===== src/rtl/timer_ctrl_pkg.sv =====
// Shared encodings for the interval-timer controller.
package timer_ctrl_pkg;

    typedef enum logic [1:0] {
        IDLE = 2'd0,
        ARM  = 2'd1,
        RUN  = 2'd2
    } state_e;

    localparam logic DIR_DOWN = 1'b0;
    localparam logic DIR_UP   = 1'b1;
    localparam logic ONESHOT  = 1'b0;
    localparam logic PERIODIC = 1'b1;

    function automatic logic is_busy(state_e s);
        return (s == ARM) || (s == RUN);
    endfunction

endpackage


===== src/rtl/timer_ctrl_tick_prescaler.sv =====
// Free-running divider: tick_o is high while the count equals limit_i, count wraps on tick.
module tick_prescaler #(
    parameter int PW = 8
) (
    input  logic          clk_i,
    input  logic          rst_i,
    input  logic          clr_i,
    input  logic [PW-1:0] limit_i,
    output logic          tick_o
);

    logic [PW-1:0] cnt_q, cnt_d;

    assign tick_o = (cnt_q == limit_i);

    always_comb begin
        cnt_d = cnt_q + PW'(1);
        if (clr_i || tick_o)
            cnt_d = '0;
    end

    always_ff @(posedge clk_i) begin
        if (rst_i)
            cnt_q <= '0;
        else
            cnt_q <= cnt_d;
    end

endmodule


===== src/rtl/timer_ctrl.sv =====
// Interval-timer sequencer driving an external loadable up/down counter.
module timer_ctrl
    import timer_ctrl_pkg::*;
#(
    parameter int N  = 8,
    parameter int PW = 8
) (
    input  logic          clk,
    input  logic          rst,
    input  logic          start,
    input  logic          stop,
    input  logic          periodic,
    input  logic          dir_up,
    input  logic [N-1:0]  period,
    input  logic [PW-1:0] prescale,
    input  logic          irq_ack,
    output logic          cnt_clr,
    output logic          cnt_load,
    output logic          cnt_en,
    output logic          cnt_up,
    output logic [N-1:0]  cnt_d,
    input  logic [N-1:0]  cnt_q,
    output logic          busy,
    output logic          done,
    output logic          irq,
    output logic          ovf
);

    state_e        state_q, state_d;
    logic          periodic_q, periodic_d;
    logic          dir_up_q, dir_up_d;
    logic [N-1:0]  period_q, period_d;
    logic [PW-1:0] prescale_q, prescale_d;
    logic          irq_q, irq_d;
    logic          ovf_q, ovf_d;

    logic accept, tick_raw, tick, term, hit;

    // stop beats start, so a simultaneous pair never re-arms
    assign accept = start && !stop;

    tick_prescaler #(.PW(PW)) u_presc (
        .clk_i   (clk),
        .rst_i   (rst),
        .clr_i   (state_q != RUN),
        .limit_i (prescale_q),
        .tick_o  (tick_raw)
    );

    assign tick = (state_q == RUN) && tick_raw;
    assign term = (dir_up_q == DIR_UP) ? (cnt_q == period_q) : (cnt_q == '0);
    assign hit  = tick && term;

    always_ff @(posedge clk) begin
        if (rst) begin
            state_q    <= IDLE;
            periodic_q <= 1'b0;
            dir_up_q   <= 1'b0;
            period_q   <= '0;
            prescale_q <= '0;
            irq_q      <= 1'b0;
            ovf_q      <= 1'b0;
        end else begin
            state_q    <= state_d;
            periodic_q <= periodic_d;
            dir_up_q   <= dir_up_d;
            period_q   <= period_d;
            prescale_q <= prescale_d;
            irq_q      <= irq_d;
            ovf_q      <= ovf_d;
        end
    end

    always_comb begin
        state_d    = state_q;
        periodic_d = periodic_q;
        dir_up_d   = dir_up_q;
        period_d   = period_q;
        prescale_d = prescale_q;
        if (accept) begin
            periodic_d = periodic;
            dir_up_d   = dir_up;
            period_d   = period;
            prescale_d = prescale;
        end
        unique case (state_q)
            IDLE: if (accept) state_d = ARM;
            ARM: begin
                if (stop)       state_d = IDLE;
                else if (start) state_d = ARM;
                else            state_d = RUN;
            end
            RUN: begin
                if (stop)                             state_d = IDLE;
                else if (start)                       state_d = ARM;
                else if (hit && periodic_q == ONESHOT) state_d = IDLE;
            end
            default: state_d = IDLE;
        endcase
    end

    always_comb begin
        cnt_clr  = 1'b0;
        cnt_load = 1'b0;
        cnt_en   = 1'b0;
        done     = 1'b0;
        busy     = is_busy(state_q);
        unique case (state_q)
            ARM: begin
                if (!stop) begin
                    cnt_clr  = (dir_up_q == DIR_UP);
                    cnt_load = (dir_up_q == DIR_DOWN);
                end
            end
            RUN: begin
                done = hit;
                // periodic reload happens in the terminal cycle itself
                if (!stop) begin
                    cnt_en   = tick && !term;
                    cnt_clr  = hit && periodic_q == PERIODIC && dir_up_q == DIR_UP;
                    cnt_load = hit && periodic_q == PERIODIC && dir_up_q == DIR_DOWN;
                end
            end
            default: ;
        endcase
    end

    always_comb begin
        irq_d = done || (irq_q && !irq_ack);
        ovf_d = !irq_ack && (ovf_q || (done && irq_q));
    end

    assign cnt_up = dir_up_q;
    assign cnt_d  = period_q;
    assign irq    = irq_q;
    assign ovf    = ovf_q;

endmodule

===== config.mk =====
export PLATFORM = sky130hd
export DESIGN_NAME = timer_ctrl
export DESIGN_NICKNAME = d
export VERILOG_FILES = /design/src/rtl/timer_ctrl_pkg.sv /design/src/rtl/timer_ctrl_tick_prescaler.sv /design/src/rtl/timer_ctrl.sv
export SDC_FILE = /design/constraint.sdc
export NUM_CORES = 1
export LEC_CHECK = 0
export CAP_MARGIN = 20
export CELL_PAD_IN_SITES_DETAIL_PLACEMENT = 0
export CELL_PAD_IN_SITES_GLOBAL_PLACEMENT = 1
export CORE_UTILIZATION = 35
export DETAILED_ROUTE_END_ITERATION = 6
export GPL_TIMING_DRIVEN = 0
export PLACE_DENSITY_LB_ADDON = 0.1
export SYNTH_ARGS = -nofsm -noshare
export SYNTH_HDL_FRONTEND = slang
export SYNTH_SLANG_ARGS = --single-unit

===== constraint.sdc =====
create_clock -name clk -period 3.9 [get_ports clk]
set_input_delay 0.78 -clock clk [delete_from_list [all_inputs] [get_ports clk]]
set_output_delay 0.78 -clock clk [all_outputs]
set_load 0.005 [all_outputs]

==> out/qor.csv <==
stage,metric,value,unit
run_status,status,"complete, no violations",
route,detailedRoute.firstIterationViolations,68,
route,drtAntennaViolNets,0,
logic_synthesis,yosysWarnings,0,
setup_path,r2r-start,state_q[0],
timing,setup_violations,0,
run,cap_violations,0,
clock_tree,insertion_delay,0.29,ns
layout,final_core_util,0.519,
setup_path,crit_start,cnt_q[1],
setup_path,worstPathRequired,3.12,ns
power,seqPwrFrac,0.453,
min_path,hold_start,ovf,
setup_path,worst-r2r-cell-count,6,
clock_tree,cts_setup_buffers,0,
placed_design,placedCellCount,272,
global_route,track_usage,0.171,
timing,fin_crit_sh,0.949,
global_route,grt_overflow,0,
layout,diodes,0,
power,p_comb_frac,0.181,
placed_design,placed_area,1980,um2
placed_design,place_congestion,0.798,
timing,final_hold_viol_count,0,
setup_path,worstReg2RegEnd,state_q[0],
power,p_clk_frac,0.366,
logic_synthesis,syn_area,1450,um2
setup_path,crit_type,input pin to primary output,
logic_synthesis,syn-num-nets,212,
clock_tree,ctsHtreeMaxLevel,2,
route,viasPerCell,4.85,
clock_tree,ctsRootBufferMaster,clkbuf_8,
layout,drive_gt1_frac,0.0783,
layout,area_growth,43.0,%
logic_synthesis,synth-seq-cells,30,
layout,nNetsFinal,265,
floorplanning,chipWidth,66.4,um
logic_synthesis,synthesis.instances,176,
power,p_leak,0.729,nW
setup_path,critPathCaptureType,primary output,
clock_tree,cts_sinks,30,
logic_synthesis,yosys.area.top_type,dfxtp_1,
global_route,grt_start_max_net_pins,11,
logic_synthesis,avgSynthCellArea,8.25,um2
timing,min_period,3.70,ns
layout,design_area,2080,um2
floorplanning,start_util,0.363,
placed_design,hpwl,2620,um
setup_path,start_kind,input pin,
placed_design,port_buffers,46,
logic_synthesis,yosysSeqAreaShare,0.413,
clock_tree,clkTransAtPathRegs,0.06,ns
min_path,hp-class,flip-flop to flip-flop,
setup_path,reg2reg_slack,2.37,ns
logic_synthesis,synth.top_cells.by_area,"dfxtp_1, nand2_1, xnor2_1, a21oi_1, ha_1",
power,switching_share,0.264,
timing,rsz0062_at_grt,no,
timing,worstMarginPinSlew,0.506,ns
floorplanning,coreArea,4000,um2
layout,finalNonFillerCells,280,
route,first_pass_iters,4,
route,vias,1357,
power,p_per_area,350,nW/um2
power,p_int,0.000536,W
setup_path,worstSetupEndpoint,cnt_load,
global_route,grt_pass1_wl,5520,um
clock_tree,tritoncts,done,
timing,report.final.slew_viol_count,0,
route,wl,3460,um
timing,max_freq,270,MHz
floorplanning,ios,47,
floorplanning,core.rowCount,23,
floorplanning,die_h,66.4,um
clock_tree,cts_buffers,5,
timing,finalSetupTns,0,ns
setup_path,cp_max_fo,4,
clock_tree,clock_path_buffers,2,
route,route.detailed.drc,0,
setup_path,cp.arrival,2.92,ns
power,peakVddDrop,0.144,mV
timing,fin_skew,0.0100,ns
floorplanning,die_area,4410,um2
logic_synthesis,yosys.cell_types.count,29,
power,switching_power,0.000192,W
global_route,grt_pass1_vias,1261,
global_route,grt_antenna_before_repair,0,
power,total_power,0.000728,W
route,wire_per_inst,12.3,um
timing,maxSlewHeadroom,0.663,
logic_synthesis,synth_top_area_share,0.413,
==> state kept, by name, indices dropped and copies added, names as in the netlist <==
signal and flops:
ovf 1, irq 1, cnt_up 1, prescale_q 8, periodic_q 1, state_q 2, cnt_d 8, u_presc.cnt_q 8
==> power groups by stage <==
stage	clock [W]	combinational (W)	sequential [W]
after CTS	0.000273	0.000131	0.000330
after global placement	0	0.000126	0.000337
after detailed placement	0	0.000130	0.000337
after floorplan	0	0.0000653	0.000335
final	0.000266	0.000132	0.000330
after global routing	0.000287	0.000142	0.000332
==> worst max-delay path, cell delays in order <==
cell	delay (ns)
clkdlybuf4s50_1	0.51
xnor2_1	0.12
nand3_1	0.13
o31ai_4	0.31
a41oi_1	0.21
nor4b_2	0.29
clkdlybuf4s50_1	0.57
==> cell type report <==
class                           instances  area, um2
Fill cell                             377       1920
Multi-Input combinational cell        135        806
Sequential cell                        30        601
Timing Repair Buffer                   46        460
Clock buffer                            6       82.6
Tap cell                               50       62.6
Buffer                                  7       37.5
Inverter                                4       15.0
Clock inverter                          2       12.5
==> metal layers <==
| layer | part of all wire | vias to the layer above | track usage |
|---|---|---|---|
| li1 | - | 690 | - |
| met1 | 0.44 | 617 | 0.189 |
| met2 | 0.46 | 44 | 0.279 |
| met3 | 0.076 | 6 | 0.0741 |
| met4 | 0.018 | 0 | 0.0798 |
| met5 | 0 | - | 0 |
==> cells in the mapped netlist, drive strengths merged <==
library cell and instances:
clkbuf 2, or3b 1, and4bb 1, nor3 2
mux2i 2, inv 4, nand2 40, o31ai 1
xnor2 17, o21ai 3, nand3 8, xor2 5
nand4 3, ha 5, or4b 1, a21oi 19
dfxtp 30, nor2b 2, nor4 1, nor4b 1
nor2 15, and3 2, buf 5, nand2b 4
a41oi 2
==> worst min path at each step <==
| stage | endpoint | cells after the start | slack [ns] |
|---|---|---|---|
| 3_5_place_dp | ovf | 2 | 0.46 |
| 5_1_grt | prescale_q[0] | 2 | 0.49 |
| 4_1_cts | ovf | 2 | 0.47 |
| 3_3_place_gp | ovf | 2 | 0.43 |
| 6_report | ovf | 2 | 0.46 |
| 2_1_floorplan | ovf | 2 | 0.45 |
==> cells in the final DEF, fill, tap and decap left out <==
| cell | count |
|---|---|
| nand2b_1 | 4 |
| mux2i_1 | 2 |
| ha_1 | 5 |
| inv_1 | 4 |
| and3_2 | 1 |
| and4bb_2 | 1 |
| clkdlybuf4s50_1 | 46 |
| xnor2_1 | 17 |
| nand2_1 | 40 |
| dfxtp_1 | 30 |
| buf_2 | 3 |
| nand3_1 | 8 |
| clkinv_2 | 1 |
| and3_1 | 1 |
| nor2b_1 | 2 |
| o21ai_0 | 3 |
| clkinvlp_4 | 1 |
| nor4b_2 | 1 |
| a21oi_1 | 19 |
| buf_1 | 1 |
| clkbuf_8 | 6 |
| nor4_1 | 1 |
| o31ai_4 | 1 |
| nor2_1 | 14 |
| a41oi_1 | 2 |
| xor2_1 | 5 |
| clkbuf_1 | 2 |
| nor3_1 | 2 |
| or3b_1 | 1 |
| or4b_2 | 1 |
| buf_6 | 1 |
| nor2_2 | 1 |
| nand4_1 | 3 |
==> metrics by stage <==
stage,setup WS [ns],hold WS [ns]
after floorplan,1.37,0.449
after global placement,0.249,0.435
after detailed placement,0.0886,0.457
after CTS,0.103,0.471
after global routing,0.0854,0.486
final,0.198,0.460
==> what timing repair did <==
item                                    4_1_cts  5_1_grt
hold buffers                                  0        0
endpoints found under the setup margin        0        1
resized for setup                             0        1
==> cell families after synthesis <==
kind of cell	share of synthesized area
xor gates and xnor gates	0.133
muxes	0.0138
buffers and inverters	0.0362
DFF	0.413
and+or+nand+nor	0.258
AOI/OAI and AO/OA	0.102
adders and majority gates	0.0431
(Power assumes the default switching activity.)
